$ cat src/rtl/interrupt_ctrl.sv
// interrupt_ctrl: IF/IE registers, IME flag with delayed EI, fixed-priority
// interrupt arbitration and a two-state dispatch handshake with the CPU
// sequencer. Also exposes the HALT wake condition.
module interrupt_ctrl #(
  parameter int NUM_IRQ = 5
) (
  input  logic               clock,
  input  logic               reset,
  input  logic [NUM_IRQ-1:0] irq_req,
  input  logic               if_wr,
  input  logic               ie_wr,
  input  logic [7:0]         wr_data,
  output logic [7:0]         if_rd,
  output logic [7:0]         ie_rd,
  input  logic               ime_ei,
  input  logic               ime_di,
  input  logic               ime_reti,
  input  logic               instr_boundary,
  input  logic               int_ack,
  output logic               int_req,
  output logic [2:0]         int_vec,
  output logic               int_cancel,
  output logic               ime,
  output logic               wake
);

  typedef enum logic [0:0] {
    ST_IDLE = 1'b0,
    ST_REQ  = 1'b1
  } state_t;

  state_t       state;
  state_t       next_state;
  logic [4:0]   if_bits;
  logic [4:0]   if_next;
  logic [7:0]   ie_bits;
  logic         ime_next;
  logic         ei_pend;
  logic         ei_pend_next;
  logic [4:0]   pending;
  logic         any_pending;
  logic [2:0]   win_idx;
  logic         dispatch;
  logic         ack_take;

  // Index of the lowest set bit; VBlank (bit 0) has the highest priority.
  function automatic logic [2:0] lowest_idx(input logic [4:0] v);
    logic [2:0] r;
    if (v[0]) begin
      r = 3'd0;
    end else if (v[1]) begin
      r = 3'd1;
    end else if (v[2]) begin
      r = 3'd2;
    end else if (v[3]) begin
      r = 3'd3;
    end else if (v[4]) begin
      r = 3'd4;
    end else begin
      r = 3'd0;
    end
    return r;
  endfunction

  assign pending     = ie_bits[4:0] & if_bits;
  assign any_pending = (pending != 5'd0);
  assign win_idx     = lowest_idx(pending);
  // The dispatch check deliberately uses the registered IME, so an EI
  // promotion at this boundary only enables dispatch at the next one.
  assign dispatch    = (state == ST_IDLE) && instr_boundary && ime && any_pending;
  assign ack_take    = (state == ST_REQ) && int_ack;

  assign if_rd   = {3'b111, if_bits};
  assign ie_rd   = ie_bits;
  assign int_req = (state == ST_REQ);
  assign wake    = any_pending;

  // Dispatch handshake state register.
  always_ff @(posedge clock or posedge reset) begin
    if (reset) begin
      state <= ST_IDLE;
    end else begin
      state <= next_state;
    end
  end

  // Next-state logic: boundary starts a request, acknowledge ends it.
  always_comb begin
    next_state = state;
    case (state)
      ST_IDLE: begin
        if (dispatch) begin
          next_state = ST_REQ;
        end else begin
          next_state = ST_IDLE;
        end
      end
      ST_REQ: begin
        if (int_ack) begin
          next_state = ST_IDLE;
        end else begin
          next_state = ST_REQ;
        end
      end
      default: begin
        next_state = ST_IDLE;
      end
    endcase
  end

  // IF next value: hold < CPU write < ack-clear < new request.
  always_comb begin
    if_next = if_bits;
    if (if_wr) begin
      if_next = wr_data[4:0];
    end else begin
      if_next = if_bits;
    end
    if (ack_take && any_pending) begin
      if_next[win_idx] = 1'b0;
    end else begin
      if_next = if_next;
    end
    if_next = if_next | irq_req;
  end

  // IME / EI-delay next values; DI dominates, then ack clears IME last.
  always_comb begin
    ime_next     = ime;
    ei_pend_next = ei_pend;
    if (ime_di) begin
      ime_next     = 1'b0;
      ei_pend_next = 1'b0;
    end else begin
      if (ime_reti) begin
        ime_next = 1'b1;
      end else begin
        ime_next = ime;
      end
      if (instr_boundary && ei_pend) begin
        ime_next     = 1'b1;
        ei_pend_next = 1'b0;
      end else begin
        ei_pend_next = ei_pend;
      end
      if (ime_ei) begin
        ei_pend_next = 1'b1;
      end else begin
        ei_pend_next = ei_pend_next;
      end
      if (ack_take) begin
        ime_next = 1'b0;
      end else begin
        ime_next = ime_next;
      end
    end
  end

  // IF, IE, IME and EI-pending registers.
  always_ff @(posedge clock or posedge reset) begin
    if (reset) begin
      if_bits <= 5'd0;
      ie_bits <= 8'd0;
      ime     <= 1'b0;
      ei_pend <= 1'b0;
    end else begin
      if_bits <= if_next;
      if (ie_wr) begin
        ie_bits <= wr_data;
      end
      ime     <= ime_next;
      ei_pend <= ei_pend_next;
    end
  end

  // Vector / cancel result, captured on each accepted acknowledge.
  always_ff @(posedge clock or posedge reset) begin
    if (reset) begin
      int_vec    <= 3'd0;
      int_cancel <= 1'b0;
    end else if (ack_take) begin
      if (any_pending) begin
        int_vec    <= win_idx;
        int_cancel <= 1'b0;
      end else begin
        int_cancel <= 1'b1;
      end
    end
  end

endmodule

$ cat config.mk
export PLATFORM = sky130hd
export DESIGN_NAME = interrupt_ctrl
export DESIGN_NICKNAME = d
export VERILOG_FILES = /design/src/rtl/interrupt_ctrl.sv
export SDC_FILE = /design/constraint.sdc
export NUM_CORES = 1
export LEC_CHECK = 0
export ABC_CLOCK_PERIOD_IN_PS = 1150
export CAP_MARGIN = 20
export CORE_UTILIZATION = 36
export DETAILED_ROUTE_END_ITERATION = 10
export PLACE_DENSITY = 0.77
export SLEW_MARGIN = 10
export SYNTH_ARGS = -nofsm -noshare
export SYNTH_HDL_FRONTEND = slang
export SYNTH_SLANG_ARGS = --single-unit
$ cat constraint.sdc
create_clock -name clock -period 1.15 [get_ports clock]
set_input_delay 0.1725 -clock clock [delete_from_list [all_inputs] [get_ports clock]]
set_output_delay 0.1725 -clock clock [all_outputs]
set_load 0.03 [all_outputs]
# == Word level (Yosys, flattened, before mapping) ==
# Cells that the tools add are included.
# totals
n_memories,0
wordCells,45
register_bits,20
in_bits,22
out_inout_bits,23
romBits,0
ramBits,0
latch_bits,0
# op_classes
div_mod_pow,0
n_shift,0
n_mul,0
n_reduce_logical,11
add_sub_neg,0
bitwise,5
muxes,20
magnitude_cmp,2
eq_ne,0
# op_table
op,count
$mux W3,5
$mux W1,11
$and A5 B5 Y5,2
$mux W5,2
$logic_and A1 B1 Y1,7
$not A5 Y5,1
$or A5 B5 Y5,1
$reduce_bool A5 Y1,1
$lt A3 B4 Y1 const B,1
$reduce_bool A4 Y1,1
$demux W1 S3,1
$ge A3 B1 Y1 const B,1
$reduce_bool A3 Y1,1
$pmux W1 S2,1
$reduce_and A2 Y1,1
$not A1 Y1,1

# == Logic depth before layout (Yosys ltp) ==
# logic_depth
ltp_word,14
mapped_depth,4
ltp_nobuf,3

# == Least setup slack after synthesis ==
# OpenSTA, ideal clock, no wires.
# synth_timing
kind,reg-to-reg
from,reg if_bits[3]
to,reg state (netlist: int_req)
required_ns,1.030
path_buffers,0
path_stages_with_launch,4
synth_period_minus_slack_ns,1.407
path_slack_ns,-0.257
arrival_ns,1.286
setup_time_ns,0.120
path_cell_list,dfrtp_1 a22oi_4 nand4_4 a41o_1
# synth_via
elab_chain_cells,5
# synth_lines
element,line_no,rtl
start: declaration,34,logic [4:0] if_bits;
start signal: assignment,167,if_bits <= if_next;
$and A5 B5 Y5,65,assign pending = ie_bits[4:0] & if_bits;
$reduce_bool A5 Y1,66,assign any_pending = (pending != 5'd0);
via wake,24,output logic wake
$logic_and A1 B1 Y1,70,assign dispatch = (state == ST_IDLE) && instr_boundary && ime && any_pending;
$mux W1,92,if (dispatch) begin
$pmux W1 S2,90,case (state)
via next_state,33,state_t next_state;
end signal: assignment,83,state <= next_state;
end: declaration,32,state_t state;
# The timed path passes the listed nets, and every way through them passes these cells.
# A chain may end at the register's enable or synchronous reset.

# == Worst setup path after layout ==
# layout_timing
from,reg if_bits[1]
to,out wake
# layout_via
elab_chain_cells,2
# layout_lines
element,line_no
$and A5 B5 Y5,65
$reduce_bool A5 Y1,66
end: declaration,24
# Every way passes these cells.

==> results.yml <==
worst_setup_path:
  critPathKind: "register to primary output"
  cp.required_ps: 980
  crit_path_end_kind: "primary output"
  cp_max_fo: 3
  critPathArrivalTime_ps: 1230
  worst_r2r_path_depth: 6
  critPathLaunchType: "register"
die:
  initial_core_util_pct: 38.3
  io_pins: 45
  fp.dieH_um: 53.4
  coreArea_um2: 2480
  dieWidth_um: 53.4
  placementRows: 18
  die_area_um2: 2850
sta:
  hold_ws_ps: 181
  fmax_mhz: 712
  finalCriticalPeriod_ps: 1400
  hold_viol_final: 0
  skew_ps: 7.83
  period_share_pct: 122
  setup_ws_ps: -254
  grt_setup_unrepaired: "true"
  setup_viol: 17
  setup_tns_ps: -1820
  final_max_slew_viol_count: 0
placement:
  portBuffers: 41
  place_inst: 171
  gp_congestion: 0.767
  placed_area_um2: 1510
  dpl.hpwl_mm: 1.86
power_and_ir_drop:
  p_int_w: 0.00143
  p_seq_share_pct: 39.3
  irDropWorstVdd_uv: 902
  clkPwrFrac_pct: 15.3
  p_leak_nw: 0.808
  swShare_pct: 36.3
  combPwrFrac_pct: 45.4
  power.density_nw_per_um2: 1260
  switchingPower_w: 0.000811
global_routing:
  grt_pass1_wl_mm: 4.45
  grt.overflow.total: 0
  grt_max_degree: 21
  antenna_found_initial: 0
  grt_use_total_pct: 21.9
  grt_pass1_vias: 970
status:
  failed_checks: "setup timing"
  outcome: "finished, violations left"
yosys:
  synth_seq_area_share_pct: 52.7
  synth_top_cell_by_area: "dfrtp_1"
  synthCells: 81
  synth_edf_count: 0
  yosys_most_used_dff: "dfrtp_1"
  netlist-cell-type-count: 28
  syn_area_um2: 950
  ys_ff_latch: 20
  synth_most_common_cell: "dfrtp_1"
  synthDominantCellAreaShare_pct: 52.7
  avgSynthCellArea_um2: 11.7
  async_flop_share_pct: 100
  synth.top_cells.by_count: "dfrtp_1, mux2_2, nand2_1"
  yosysWarnings: 0
  ys_top_cells_by_area: "dfrtp_1, mux2_2, mux2i_1"
layout:
  fin_cells: 183
  diodes: 0
  final_area_um2: 1780
  nets: 176
  final_layout_size_suffix_gt1_share_pct: 53.6
  fillers: 179
  area_growth_pct: 87.1
routing:
  first_pass_iters: 4
  num_vias: 963
  post_drt_wl_per_cell_um: 16.5
  drc_errors: 0
  postRouteWirelength_mm: 3.02
  ant_nets: 0
  drtIter0Drc: 9
  vias_per_cell: 5.26
run:
  maxCapViolCount: 0
clocking:
  cts-root-buf: "clkbuf_4"
  htree_levels: 1
  cts_tree: "yes"
  clkLatencyLatePin_ps: 290
  cts.sinks: 20
  clockBufferDepth: 2
  clk_pin_slew_worst_paths_ps: 120
  cts-buffers-inserted: 3
min_path:
  hold_class: "input port to async pin"
[sequential cells by signal, summed over array words and instances (netlist names)]
name,cells
ime,1
int_cancel,1
if_bits,5
ie_rd,8
int_vec,3
int_req,1
ei_pend,1
[placed cells by master, fill, tap and decap left out, drive strengths merged]
cell,n
nand4,1
o32ai,1
a41o,1
or2,1
inv,5
nor4b,1
mux2i,5
dfrtp,20
o21ai,1
buf,50
nor3,2
and2,1
a21oi,2
o21bai,4
a32oi,1
conb,3
a211oi,1
nand3,1
nor4,1
clkbuf,4
a22oi,1
a41oi,2
a31oi,1
nand2,8
mux2,8
nor2,3
clkdlybuf4s50,21
a22o,2
o22ai,1
[cells by family (layout without fill, tap and decap cells)]
kind of cell / Yosys count / in the layout / share of synthesized area (%)
DFF: 20 / 20 / 52.7
and+or+nand+nor: 19 / 19 / 11.1
AOI/OAI and AO/OA: 18 / 18 / 15.7
muxes: 13 / 13 / 14.8
buffers and inverters: 10 / 80 / 5.40
other: 1 / 3 / 0.395
[per-stage QoR]
stage	util, %	total power [W]	setup slack, ps
2_1_floorplan	-	0.00132	-158
3_3_place_gp	60.9	0.00168	-350
3_5_place_dp	60.9	0.00170	-365
4_1_cts	67.9	0.00214	-247
5_1_grt	71.7	0.00234	-287
6_report	71.7	0.00224	-254
[power by group through the flow]
stage | combinational (W) | clock, W | sequential [W]
finish | 0.00102 | 0.000343 | 0.000879
CTS | 0.000914 | 0.000351 | 0.000873
detailed placement | 0.000815 | 0 | 0.000881
floorplan | 0.000230 | 0 | 0.00109
global placement | 0.000805 | 0 | 0.000875
global route | 0.00107 | 0.000381 | 0.000890
[metal layers]
metal | global-route usage (%) | part of all wire (%) | up-vias
met3 | 3.74 | 4.9 | 6
met4 | 5.26 | 1.5 | 0
met1 | 28.3 | 42 | 485
li1 | - | - | 435
met2 | 37.3 | 51 | 37
met5 | 0 | 0 | -
[worst max-delay path, stage by stage (launching register included)]
cell	delay [ps]
dfrtp_2	430
nand2_1	210
nand4_4	140
buf_6	160
[final timing paths]
check | start | to | slack (ps)
min in group clock | ime_di | ei_pend | 440
max | if_bits[1] | wake | -250
max reg2reg | if_bits[1] | int_req | -250
max in group asynchronous | reset | ie_rd[3] | 740
min reg2reg | int_cancel | int_cancel | 510
min | reset | if_bits[0] | 180
[area by class of cell]
cell class / count / area [µm²] / share of cell area [%]
clock buffer: 4 / 26.3 / 1.48
multi-input combinational: 53 / 495 / 27.9
sequential: 20 / 512 / 28.8
timing repair buffer: 71 / 687 / 38.7
tap: 30 / 37.5 / 2.11
inverter: 5 / 18.8 / 1.06
[timing repair]
item | in CTS | in global routing
endpoints found under the setup margin | 17 | 21
hold buffers | 0 | 0
gates cloned | 0 | 0
setup buffers | 3 | 8
resized for setup | 36 | 12
pin swaps | 7 | 5
(Power assumes the default switching activity.)
